**src/rtl/beat_step_sequencer.sv**
```systemverilog
// beat_step_sequencer
//
// Purpose: steps through a programmable drum pattern, one step per beat
// tick. Each fired step emits a TRIG_LEN-cycle trigger on every channel whose
// pattern bit is set, reports the step index, and flags bar starts (step 0).
// New patterns are accepted into a shadow register and are promoted to the
// active pattern only at a bar boundary, or at once while stopped, so a bar
// never plays with a mix of two patterns.
//
// Ports:
//   clk        system clock, all logic on the rising edge
//   reset      synchronous, active-high; clears all state
//   beat       single-cycle tick from the beat generator
//   run        level; 1 = play, 0 = stop
//   pat_valid  new pattern offered
//   pat_data   pattern; bit [c*STEPS+s] = channel c fires on step s
//   pat_ready  sequencer can accept a pattern
//   trig       per-channel trigger pulses
//   step       index of the most recently fired step
//   bar_start  one-cycle flag, step 0 fired
//   busy       high in ARMED or PLAY
//
// Handshake: a pattern transfers on any rising edge where pat_valid and
// pat_ready are both high. pat_ready is registered and stays low while a
// transferred pattern waits for its bar boundary, so a held pat_valid stalls.
module beat_step_sequencer #(
  parameter int STEPS    = 16,
  parameter int CH       = 2,
  parameter int TRIG_LEN = 4,
  parameter int SW       = $clog2(STEPS)
) (
  input  logic                clk,
  input  logic                reset,
  input  logic                beat,
  input  logic                run,
  input  logic                pat_valid,
  input  logic [CH*STEPS-1:0] pat_data,
  output logic                pat_ready,
  output logic [CH-1:0]       trig,
  output logic [SW-1:0]       step,
  output logic                bar_start,
  output logic                busy
);

  localparam int CW = $clog2(TRIG_LEN + 1);

  typedef enum logic [1:0] {
    IDLE  = 2'd0,
    ARMED = 2'd1,
    PLAY  = 2'd2
  } state_t;

  state_t              state;
  state_t              state_next;
  logic [CH*STEPS-1:0] active;
  logic [CH*STEPS-1:0] shadow;
  logic                pending;
  logic                pending_next;
  logic [SW-1:0]       cur;
  logic [CW-1:0]       cnt;

  logic                fire;
  logic [SW-1:0]       fire_step;
  logic                swap_bar;
  logic                swap_idle;
  logic                xfer;
  logic [CH*STEPS-1:0] fire_pat;
  logic [CH-1:0]       fire_bits;

  // Next-state and fire decode. ARMED always plays step 0 first, so a
  // restart after a stop begins a fresh bar.
  always_comb begin
    state_next = state;
    fire       = 1'b0;
    fire_step  = '0;
    case (state)
      IDLE: begin
        if (run) state_next = ARMED;
      end
      ARMED: begin
        if (!run) begin
          state_next = IDLE;
        end else if (beat) begin
          fire       = 1'b1;
          fire_step  = '0;
          state_next = PLAY;
        end
      end
      PLAY: begin
        if (!run) begin
          state_next = IDLE;
        end else if (beat) begin
          fire      = 1'b1;
          fire_step = cur;
        end
      end
      default: state_next = IDLE;
    endcase
  end

  // Pattern selection: a step-0 fire with a pending pattern plays the shadow
  // directly so the new bar starts on the new pattern in the same edge.
  always_comb begin
    xfer         = pat_valid && pat_ready;
    swap_bar     = fire && (fire_step == '0) && pending;
    swap_idle    = (state == IDLE) && pending;
    fire_pat     = swap_bar ? shadow : active;
    pending_next = xfer || (pending && !swap_bar && !swap_idle);
    fire_bits    = '0;
    for (int c = 0; c < CH; c++) begin
      fire_bits[c] = fire_pat[c*STEPS + int'(fire_step)];
    end
  end

  always_ff @(posedge clk) begin
    if (reset) begin
      state     <= IDLE;
      busy      <= 1'b0;
      active    <= '0;
      shadow    <= '0;
      pending   <= 1'b0;
      pat_ready <= 1'b1;
      cur       <= '0;
      cnt       <= '0;
      trig      <= '0;
      step      <= '0;
      bar_start <= 1'b0;
    end else begin
      state     <= state_next;
      busy      <= (state_next != IDLE);
      pending   <= pending_next;
      pat_ready <= !pending_next;
      bar_start <= fire && (fire_step == '0);

      if (xfer) shadow <= pat_data;
      if (swap_bar || swap_idle) active <= shadow;

      // Stop truncates any trigger in flight; step is left as a record of
      // the last step played.
      if (!run) begin
        cur  <= '0;
        cnt  <= '0;
        trig <= '0;
      end else if (fire) begin
        trig <= fire_bits;
        step <= fire_step;
        cur  <= fire_step + 1'b1;
        cnt  <= CW'(TRIG_LEN);
      end else if (cnt != '0) begin
        cnt <= cnt - 1'b1;
        if (cnt == CW'(1)) trig <= '0;
      end
    end
  end

endmodule

```
**config.mk**
```make
export PLATFORM = sky130hd
export DESIGN_NAME = beat_step_sequencer
export DESIGN_NICKNAME = d
export VERILOG_FILES = /design/src/rtl/beat_step_sequencer.sv
export SDC_FILE = /design/constraint.sdc
export NUM_CORES = 1
export LEC_CHECK = 0
export ABC_CLOCK_PERIOD_IN_PS = 3190
export BUFFER_PORTS_ARGS = -buffer_cell sky130_fd_sc_hd__buf_2
export CAP_MARGIN = 15
export CORE_MARGIN = 2
export CORE_UTILIZATION = 52
export CTS_CLUSTER_SIZE = 8
export DETAILED_ROUTE_END_ITERATION = 8
export PLACE_DENSITY_LB_ADDON = 0.25
export SYNTH_ARGS = -nofsm -noshare
export SYNTH_HDL_FRONTEND = slang
export SYNTH_SLANG_ARGS = --single-unit
```
**constraint.sdc**
```tcl
create_clock -name clk -period 3.19 [get_ports clk]
set_input_delay 0.1595 -clock clk [delete_from_list [all_inputs] [get_ports clk]]
set_output_delay 0.1595 -clock clk [all_outputs]
set_load 0.005 [all_outputs]
```
# After elaboration in Yosys (flattened, before gate mapping)
# Cells that the tools add are included.
# word_totals
reg_bits	83
latch_bits	0
mem_bits_rw	0
mem_bits_ro	0
inputBits	37
output_inout_bits	9
wordCells	65
memories	0
# classes
add_sub_neg	3
multipliers	0
div	0
magnitude_cmp	2
n_eq_ne	3
n_shift	0
n_mux	22
bitwise	1
n_reduce_logical	22
# ops
cell	count
32-bit two-way mux	1
2-bit two-way mux	7
4-bit two-way mux	3
5-bit by 4-bit adder with 6-bit output, first input constant	1
1-bit logical AND	6
4-bit by 6-bit < comparator with 1-bit output, second input constant	1
6-bit < comparator, second input constant	1
1-bit two-way mux	6
3-bit two-way mux	2
2-bit case mux with 3 select lines	1
2-bit nonzero test	3
1-bit binary-select mux with 5-bit select	1
4-bit by 1-bit adder with 4-bit output, second input constant	1
1-bit binary-select mux with 4-bit select	1
4-bit logical NOT	1
2-bit AND reduction	2
2-bit OR reduction	2
3-bit by 1-bit equality test with 1-bit output, second input constant	1
1-bit logical NOT	3
3-bit nonzero test	1
3-bit OR reduction	1
3-bit by 1-bit subtractor with 3-bit output, second input constant	1
2-bit by 1-bit equality test with 1-bit output, second input constant	1
2-bit equality test, second input constant	1
3 further kinds	4

# Longest topological paths before layout
# depth
ltp_word	11
depth_mapped	13
mapped_depth_nobuf	10

# Worst setup path after synthesis
# OpenSTA, ideal clock, no wires.
# synth_timing
path_type	register -> register
startpoint	reg state[0]
endpoint	reg trig[0]
t_arrival_ns	2.863
required_ns	3.059
path_slack_ns	0.196
path_stages_with_launch	13
path_cell_list	dfxtp_1 > inv_1 > ha_1 > nand4_1 > buf_2 > buf_2 > ha_1 > nand2_1 > nor3_4 > mux4_2 > a32o_1 > a211oi_1 > a31oi_1
# synth_between
elab_chain_cells	9
word_cells_on_any_way	15
classes_between	2 x eq/ne; 6 x mux; 7 x reduce/logical
# synth_lines
item	line	text
from (decl)	53	state_t state;
from (signal assigned)	129	state <= state_next;
2-bit equality test or 2-bit by 1-bit equality test with 1-bit output (tied branches)	76	case (state)
4-bit two-way mux or 2-bit OR reduction (tied branches)	-	
4-bit logical NOT or 1-bit two-way mux (tied branches)	-	
1-bit logical AND (2 in series)	105	swap_bar = fire && (fire_step == '0) && pending;
32-bit two-way mux	107	fire_pat = swap_bar ? shadow : active;
1-bit binary-select mux with 4-bit select	111	fire_bits[c] = fire_pat[c*STEPS + int'(fire_step)];
1-bit two-way mux (not written as such)	111	
2-bit two-way mux	144	end else if (fire) begin
to (signal assigned)	145	trig <= fire_bits;
to (decl)	39	output logic [CH-1:0] trig,
# Several ways; a longest one is shown, not always the timed one. The select of a mux whose other input is x is not followed.
# A chain may end at the register's enable or synchronous reset.

# Final worst setup path
# Same ends and word-level chain as after synthesis.

==> flow_metrics.py <==
metrics = {
    "placement": {
        "place_congestion": 0.923,
        "placed_area_um2": 4090,
        "numPortBuffers": 45,
        "place_hpwl_um": 6160,
    },
    "cells_and_area": {
        "fillCellCount": 692,
        "fin_area_um2": 4320,
        "area_growth_pct": 13.9,
        "drive_gt1_share_pct": 15.7,
        "layout_common_cells": "nand2_1 (164), a21oi_1 (88), dfxtp_1 (83)",
        "layout_commonest_cell": "nand2_1",
        "nNetsFinal": 571,
        "diodes": 0,
    },
    "drt": {
        "dr.pass1.iters": 4,
        "detail_route.vias_per_cell": 5.44,
        "postRouteAntennaNets": 0,
        "wl_um": 8850,
        "wl_per_cell_um": 14.1,
        "drc": 0,
        "drt_iter0_markers": 207,
        "via_count": 3416,
    },
    "clock_network": {
        "cts_buffers": 9,
        "root_buffer": "clkbuf_8",
        "tritoncts": "built",
        "cts_buffer_depth": 2,
        "h-tree-depth": 3,
        "insertion_delay_ns": 0.36,
        "cts_num_sinks": 83,
        "hold_buffers": 0,
        "cts.clk_slew.worst_paths_ns": 0.09,
    },
    "synthesis": {
        "syn_nets": 538,
        "ys_warn_count": 0,
        "synthTopCellsByArea": "dfxtp_1 (44%), nand2_1 (16%), a21oi_1 (12%)",
        "synth_seq_cells": 83,
        "syn-cell-area_um2": 3790,
        "syn_inst": 491,
        "synthFlopType": "dfxtp_1",
        "seq_area_frac_synth_pct": 43.8,
        "synth-edff-count": 0,
        "ys_types": 45,
        "syn_area_per_cell_um2": 7.73,
        "synth_top_area_share_pct": 43.8,
        "synthArstFlopShare_pct": 0,
        "synth_top_area_cell": "dfxtp_1",
    },
    "status": {
        "status": "finished clean",
    },
    "timing": {
        "final-max-slew-violation-count": 0,
        "fin_worst_skew_ns": 0.0144,
        "post-route-period-util_pct": 89.6,
        "max_slew_margin_pct": 33.1,
        "hold_viol": 0,
        "max_freq_ghz": 0.350,
        "worst_slew_pin_slew_ns": 1.00,
        "finalCriticalPeriod_ns": 2.86,
        "rsz0062_at_grt": "false",
        "fin_tns_setup_ns": 0,
        "setup_viol": 0,
    },
    "power": {
        "power_w": 0.00215,
        "leakagePower_nw": 1.58,
        "power.density_nw_per_um2": 497,
        "irDropWorstVdd_v": 0.000463,
    },
    "setup_path": {
        "slowest_stage": "dfxtp_1",
        "startpoint": "state[0]$_SDFF_PP0_",
        "endpoint_kind": "register",
        "r2r_slack_ns": 0.33,
        "ff2ff_path_depth": 11,
        "cp_cell_sequence": "inv_1 -> ha_1 -> nand4_1 -> ha_1 -> and2_0 -> nand3_2 -> buf_4 -> a211oi_1 -> nor4b_1 -> a211oi_1 -> a31oi_1",
        "worst-endpoint-required_ns": 3.43,
        "critPathMaxStageDelay_ns": 0.41,
        "crit_fanout": 12,
        "cp.arrival_ns": 3.09,
        "timing.rr.start": "state[0]$_SDFF_PP0_",
        "crit_type": "reg2reg",
        "cp-start-kind": "register",
    },
    "floorplan": {
        "pin_count": 46,
        "fp.dieW_um": 89.4,
        "core_um2": 7180,
        "initial_core_util_pct": 52.9,
        "die_height_um": 89.4,
        "num_rows": 31,
        "die-area_um2": 8000,
    },
    "worst_hold_path": {
        "hp-start": "pat_data[24]",
        "hp-class": "in2reg",
        "worst_hold_path.num_cells": 3,
    },
    "global_routing": {
        "grt_pass1_vias": 3054,
        "grt_antenna_before_repair": 0,
        "overflow": 0,
        "grt_pass1_wl_um": 14600,
        "grt_usage_pct": 23.7,
        "grt_max_degree": 50,
    },
    "job": {
        "cap_violations": 0,
    },
}
[sequential cells by signal (all words and copies together) (netlist names)]
signal,flops
pending,1
cnt,3
shadow,32
trig,2
state,2
busy,1
cur,4
step,4
bar_start,1
pat_ready,1
active,32
[final timing paths]
check / end
max: trig[0]$_SDFFE_PP0P_
min: shadow[24]$_SDFFE_PP0P_
max reg2reg: trig[0]$_SDFFE_PP0P_
min reg2reg: active[30]$_SDFFE_PP0P_
[synthesized netlist by cell type, types with 2 or more instances]
cell type and instances:
buf_6 2, nand2_1 164, nand2b_1 4, buf_2 7, nand3_1 5, buf_1 4, nand4_1 4, nor3b_1 2
and4_1 5, dfxtp_1 83, clkinv_1 2, mux2i_1 3, clkbuf_1 21, a211oi_1 17, a21oi_1 88, mux4_2 3
inv_1 9, ha_1 10, a31oi_1 3, nor2_1 8, and3_1 3, o31a_1 7, o21a_1 3, nor3_1 6
o21ai_0 8
[where the power goes]
| part | internal (W) | leakage, nW | total (W) | switching (W) |
|---|---|---|---|---|
| clock | 0.000483 | 0.113 | 0.000860 | 0.000377 |
| sequential | 0.00107 | 0.676 | 0.00110 | 0.0000288 |
| combinational | 0.0000694 | 0.790 | 0.000185 | 0.000115 |
[metrics by stage]
step	hold WS [ns]	utilization [%]	instances	worst slack (ns)
floorplan	0.295	-	491	0.196
global placement	0.399	57.0	612	0.382
detailed placement	0.406	57.0	612	0.250
CTS	0.0232	60.2	628	0.205
global route	0.0240	60.2	628	0.0404
finish	0.0302	60.2	628	0.332
[timing repair]
| action | CTS | global route |
|---|---|---|
| gates resized for setup | 0 | 1 |
| setup endpoints to repair | 0 | 2 |
| buffers inserted | 0 | 0 |
[routing by layer]
layer | part of all wire [%] | global-route usage [%] | up-vias
li1 | - | - | 1740
met1 | 48 | 32.6 | 1587
met2 | 47 | 37.5 | 75
met3 | 4.0 | 4.16 | 14
met4 | 1.8 | 8.68 | 0
met5 | 0 | 0 | -
[worst max-delay path: cells and delay by family (launching register included)]
family	cells	cell delay, ns
compound gates	3	0.62
buf+inv	2	0.34
flops	1	0.41
fa+ha+maj	2	0.60
simple gates	4	0.77
[final cells by class]
class                      count  area [um2]  share of cell area [%]
clock buffer                  12         155                    3.59
multi-input combinational    362        1940                    44.9
sequential                    83        1660                    38.4
tap                           99         124                    2.87
timing repair buffer          57         328                    7.58
inverter                      11        41.3                   0.955
clock inverter                 4        72.6                    1.68
[cell families (layout without fill, tap and decap cells)]
group                      Yosys count  count (layout)  share of synthesized area [%]
buffers and inverters               46              84                           5.28
muxes                                6               6                           2.57
xor gates and xnor gates             1               1                          0.231
adders and majority gates           10              10                           3.30
AOI/OAI and AO/OA                  136             136                           21.3
and+or+nand+nor                    209             209                           23.6
DFF                                 83              83                           43.8
Power figures use the tool's default switching activity.
